==> src/rtl/grant_handler_pkg.sv <==
// grant_handler_pkg: shared state encoding and grant helpers for grant_handler
package grant_handler_pkg;

    localparam int MAX_W = 32;

    typedef enum logic [1:0] {
        IDLE  = 2'd0,
        SERVE = 2'd1,
        ACK   = 2'd2
    } state_e;

    function automatic logic is_onehot(input logic [MAX_W-1:0] v);
        return (v != '0) && ((v & (v - 1)) == '0);
    endfunction

endpackage

==> src/rtl/grant_handler_pending_counter.sv <==
// pending_counter: saturating per-client request counter with sticky overflow
module pending_counter #(
    parameter int CNT_W = 3
) (
    input  logic             clk,
    input  logic             rst,
    input  logic             inc,
    input  logic             dec,
    output logic [CNT_W-1:0] count,
    output logic             nonzero,
    output logic             overflow
);

    localparam logic [CNT_W-1:0] MAX = '1;

    logic [CNT_W-1:0] count_d, count_q;
    logic             ovf_d, ovf_q;

    // A lone increment saturates at MAX and flags overflow; inc with dec nets to no change
    always_comb begin
        count_d = count_q;
        ovf_d   = ovf_q;
        if (inc && !dec) begin
            if (count_q == MAX) ovf_d = 1'b1;
            else count_d = count_q + 1'b1;
        end else if (dec && !inc && count_q != '0) begin
            count_d = count_q - 1'b1;
        end
    end

    // Count and sticky overflow registers, cleared asynchronously
    always_ff @(posedge clk or negedge rst) begin
        if (!rst) begin
            count_q <= '0;
            ovf_q   <= 1'b0;
        end else begin
            count_q <= count_d;
            ovf_q   <= ovf_d;
        end
    end

    assign count    = count_q;
    assign nonzero  = count_q != '0;
    assign overflow = ovf_q;

endmodule

==> src/rtl/grant_handler.sv <==
// grant_handler: client-side arbiter handshake with pending counters and timed service
module grant_handler
    import grant_handler_pkg::*;
#(
    parameter int WIDTH = 4,
    parameter int CNT_W = 3,
    parameter int LEN_W = 4
) (
    input  logic             clk,
    input  logic             rst,
    input  logic [WIDTH-1:0] req_pulse,
    input  logic [WIDTH-1:0] grant,
    input  logic [LEN_W-1:0] len,
    output logic [WIDTH-1:0] req,
    output logic             ack,
    output logic             load,
    output logic             busy,
    output logic [WIDTH-1:0] active,
    output logic [WIDTH-1:0] done,
    output logic [WIDTH-1:0] overflow,
    output logic             grant_err
);

    state_e                      state_d, state_q;
    logic [LEN_W-1:0]            cnt_d, cnt_q;
    logic [WIDTH-1:0]            active_d, active_q;
    logic [WIDTH-1:0]            done_d, done_q;
    logic                        ack_d, ack_q;
    logic                        busy_d, busy_q;
    logic                        err_d, err_q;
    logic                        accept;
    logic [WIDTH-1:0]            dec;
    logic [WIDTH-1:0]            nonzero;
    logic [WIDTH-1:0][CNT_W-1:0] pend;
    logic                        unused_pend;

    genvar i;
    generate
        for (i = 0; i < WIDTH; i++) begin : g_pend
            pending_counter #(.CNT_W(CNT_W)) u_pend (
                .clk     (clk),
                .rst     (rst),
                .inc     (req_pulse[i]),
                .dec     (dec[i]),
                .count   (pend[i]),
                .nonzero (nonzero[i]),
                .overflow(overflow[i])
            );
        end
    endgenerate

    assign unused_pend = ^pend;
    assign req         = nonzero;
    assign accept      = (state_q == IDLE) && is_onehot(MAX_W'(grant)) && ((grant & nonzero) != '0);
    assign dec         = accept ? grant : '0;

    // Next state, service countdown and registered-output values decoded from the next state
    always_comb begin
        state_d  = state_q;
        cnt_d    = cnt_q;
        active_d = active_q;
        case (state_q)
            IDLE: begin
                if (accept) begin
                    state_d  = SERVE;
                    active_d = grant;
                    cnt_d    = (len == '0) ? LEN_W'(1) : len;
                end
            end
            SERVE: begin
                cnt_d = cnt_q - 1'b1;
                if (cnt_q == LEN_W'(1)) state_d = ACK;
            end
            ACK: begin
                state_d  = IDLE;
                active_d = '0;
            end
            default: begin
                state_d  = IDLE;
                active_d = '0;
            end
        endcase
        err_d  = (state_q == IDLE) && (grant != '0) && !accept;
        ack_d  = state_d == ACK;
        busy_d = state_d != IDLE;
        done_d = (state_d == ACK) ? active_q : '0;
    end

    // FSM and output registers; reset aborts any service without an ack
    always_ff @(posedge clk or negedge rst) begin
        if (!rst) begin
            state_q  <= IDLE;
            cnt_q    <= '0;
            active_q <= '0;
            done_q   <= '0;
            ack_q    <= 1'b0;
            busy_q   <= 1'b0;
            err_q    <= 1'b0;
        end else begin
            state_q  <= state_d;
            cnt_q    <= cnt_d;
            active_q <= active_d;
            done_q   <= done_d;
            ack_q    <= ack_d;
            busy_q   <= busy_d;
            err_q    <= err_d;
        end
    end

    assign ack       = ack_q;
    assign load      = ack_q;
    assign busy      = busy_q;
    assign active    = active_q;
    assign done      = done_q;
    assign grant_err = err_q;

endmodule

==> config.mk <==
export PLATFORM = sky130hd
export DESIGN_NAME = grant_handler
export DESIGN_NICKNAME = d
export VERILOG_FILES = /design/src/rtl/grant_handler_pkg.sv /design/src/rtl/grant_handler_pending_counter.sv /design/src/rtl/grant_handler.sv
export SDC_FILE = /design/constraint.sdc
export NUM_CORES = 1
export LEC_CHECK = 0
export ABC_AREA = 1
export ABC_CLOCK_PERIOD_IN_PS = 3500
export CORE_MARGIN = 2
export CORE_UTILIZATION = 45
export CTS_CLUSTER_DIAMETER = 100
export DETAILED_ROUTE_END_ITERATION = 16
export MAX_ROUTING_LAYER = met4
export PLACE_DENSITY = 0.7
export SLEW_MARGIN = 10
export SYNTH_ARGS = -nofsm -noshare
export SYNTH_HDL_FRONTEND = slang
export SYNTH_HIERARCHICAL = 1
export SYNTH_SLANG_ARGS = --single-unit
==> constraint.sdc <==
create_clock -name clk -period 3.5 [get_ports clk]
set_clock_uncertainty 0.1 [all_clocks]
set_input_delay 0.35 -clock clk [delete_from_list [all_inputs] [get_ports clk]]
set_output_delay 0.35 -clock clk [all_outputs]
set_load 0.01 [all_outputs]
==> metrics <==
Hold-fix buffers, CTS 0; post-cts sizing count 0; M2 GR Usage between 20% and 30%; final wirelength 3.51 mm; actual slew at the worst max-slew pin 0.431 ns; layout cells sized above 1 between 20 and 25%; kind of critical path reg -> reg; type of origin of the critical path flop; Seq/Total Area, Yosys 42.6%; CP Max Fanout 5; Top Ports 34; Initial Util between 40% and 50%; Area Growth Syn to Fin 24.3%; H-tree levels 2; hpwl dp approximately 2.8 mm; die height ~70 um; final critical-path share of the clock period 67.2%; # diodes 0; Hold Crit Class in -> async; largest net degree at the start of global routing 34; Syn Std Cell Area 1940 um2; drt via density 4.66; number of global-route vias before repair between 1,500 and 2,000; RSZ-0062 raised after global routing false; filler cell count between 300 and 400; initial antenna violation count 0; final instance area 2410 um2; DR pass1 iterations 4; Max Fclk roughly 430 MHz; Top Usage Layer GRT met2; final setup violation count 0; IO Port Bufs 33; TNS Setup 0 ns; Pwr Density 768 nW/um2; met1 Usage GRT roughly 22%; endpoints failing hold 0; total number of clock tree sinks 33; CTS Buf Count 5; global placement routability congestion slightly below 0.8; number of setup buffers added after CTS 0; CTS tree done; Mapped Cells approximately 240; crit end category flop; core area approximately 4000 um2; Wirelength per Cell roughly 11 um; Synth Register Bits 33; maximum clock insertion buffer count 2; met3 usage in global routing a little over 4%; via count 1,528; Unique masters post-synth 24; Yosys warning count 6; Rows 23; most common cell after layout, fill and taps aside nand2_1; root buf cell clkbuf_8; most frequent cells in the layout nand2_1, inv_1, dfrtp_1, clkdlybuf4s50_1, nand2_2; total gr overflow 0; number of remaining DRC errors 0; antenna-violating nets left 0; Reg clk slew, reported paths roughly 0.07 ns; Post-Syn Nets approximately 260; syn_area_per_cell about 8 um2; clk_lat worst skew about 0.28 ns; All-Layer GR Usage ~17%; count of pins over their slew limit 0; worst path arrival time between 2 and 2.5 ns; Final Critical Period roughly 2.4 ns; DR iter-0 viols 75; Nets between 200 and 300; die footprint roughly 4800 um2; placed cell area between 2000 and 2500 um2; Worst Path Required 3.57 ns; Die Wd ~70 um; relative slew slack 71.2%; number of max-cap violations 0; leakage power 1.22 nW; Max VDD drop 0.000339 V; first-pass GRT wire length around 6.7 mm; run status completed
==> cell type report <==
class	count	area (um2)	area share [%]
Multi-Input combinational cell	156	917	38.1
Sequential cell	33	826	34.3
Timing Repair Buffer	34	338	14.0
Inverter	47	181	7.54
Clock buffer	6	72.6	3.01
Tap cell	50	62.6	2.60
Clock inverter	2	10.0	0.416
==> stage by stage <==
step | utilization, % | std cells | hold slack, ns | total power, W | worst slack [ns]
after CTS | 59.3 | 328 | 0.376 | 0.00188 | 1.12
after detailed placement | 57.3 | 320 | 0.363 | 0.00160 | 0.916
after floorplan | - | 238 | -0.0456 | 0.00129 | 1.37
after global placement | 57.3 | 320 | 0.364 | 0.00157 | 0.985
final | 59.3 | 328 | 0.371 | 0.00185 | 1.15
after global routing | 59.3 | 328 | 0.383 | 0.00206 | 0.859
==> layer usage <==
metal / routed length [um] / share of wire [%] / up-vias
met5: 0 / 0 / -
met4: 19 / 0.54 / 0
met3: 125 / 3.6 / 2
met2: 1710 / 49 / 28
met1: 1660 / 47 / 698
li1: - / - / 800
==> final timing paths <==
path | from | end | slack (ns) | depth (start not counted)
worst max-delay path | g_pend[1].u_pend/count[0]$_DFFE_PN0P_ | g_pend[2].u_pend/count[2]$_DFFE_PN0P_ | 1.15 | 17
worst min-delay path | rst | g_pend[2].u_pend/count[0]$_DFFE_PN0P_ | 0.37 | 2
worst max register to register | g_pend[1].u_pend/count[0]$_DFFE_PN0P_ | g_pend[2].u_pend/count[2]$_DFFE_PN0P_ | 1.15 | 17
worst min register to register | g_pend[0].u_pend/overflow$_DFFE_PN0P_ | g_pend[0].u_pend/overflow$_DFFE_PN0P_ | 0.37 | 1
max in group asynchronous | rst | done[2]$_DFF_PN0_ | 2.61 | 2
min in group clk | g_pend[0].u_pend/overflow$_DFFE_PN0P_ | g_pend[0].u_pend/overflow$_DFFE_PN0P_ | 0.37 | 1
==> critical path, stage by stage, from the launching register on <==
cell     delay (ns)
dfrtp_1        0.44
nor2_1         0.16
nand2_2        0.11
nand2_1        0.08
nand2_1        0.06
inv_1          0.06
nand2_2        0.09
nand4_1        0.12
inv_1          0.06
inv_2          0.08
nand2_2        0.09
fa_1           0.40
inv_1          0.07
nand3_1        0.06
nand2_1        0.07
inv_1          0.05
nand3_1        0.08
nand2_1        0.06
==> state kept, by name, summed over array words and instances, names as in the netlist <==
signal,cells
ack,1
active,4
busy,1
cnt_q,4
done,4
g_pend.u_pend/count,12
g_pend.u_pend/overflow,4
grant_err,1
state_q,2
==> synth_stat cells, drive strengths merged <==
cell type / instances / area share (%)
nand2: 86 / 23
inv: 43 / 8.3
dfrtp: 33 / 43
nor2: 21 / 5.9
nand3: 19 / 5.6
o21ai: 11 / 2.8
clkinv: 4 / 1.0
fa: 4 / 4.1
nand4: 4 / 1.3
o21bai: 4 / 1.6
a21oi: 3 / 1.4
buf: 2 / 0.65
ha: 2 / 1.3
a22oi: 1 / 0.39
xor2: 1 / 0.45
==> cell families (layout without fill, tap and decap cells) <==
kind of cell             Yosys count  count (layout)  share of synthesized area (%)
flip-flops                        33              33                           42.6
AO/OA/AOI/OAI                     19              19                           6.14
adder cells (fa/ha/maj)            6               6                           5.43
buffers and inverters             49              89                           10.0
XOR/XNOR                           1               1                          0.452
AND/OR/NAND/NOR                  130             130                           35.3
==> report_power, final <==
group / internal (W) / total [W] / switching, W
combinational: 0.000402 / 0.000908 / 0.000506
clock: 0.000138 / 0.000269 / 0.000131
sequential: 0.000537 / 0.000673 / 0.000136
No activity file was read; power rests on OpenSTA's default activity.
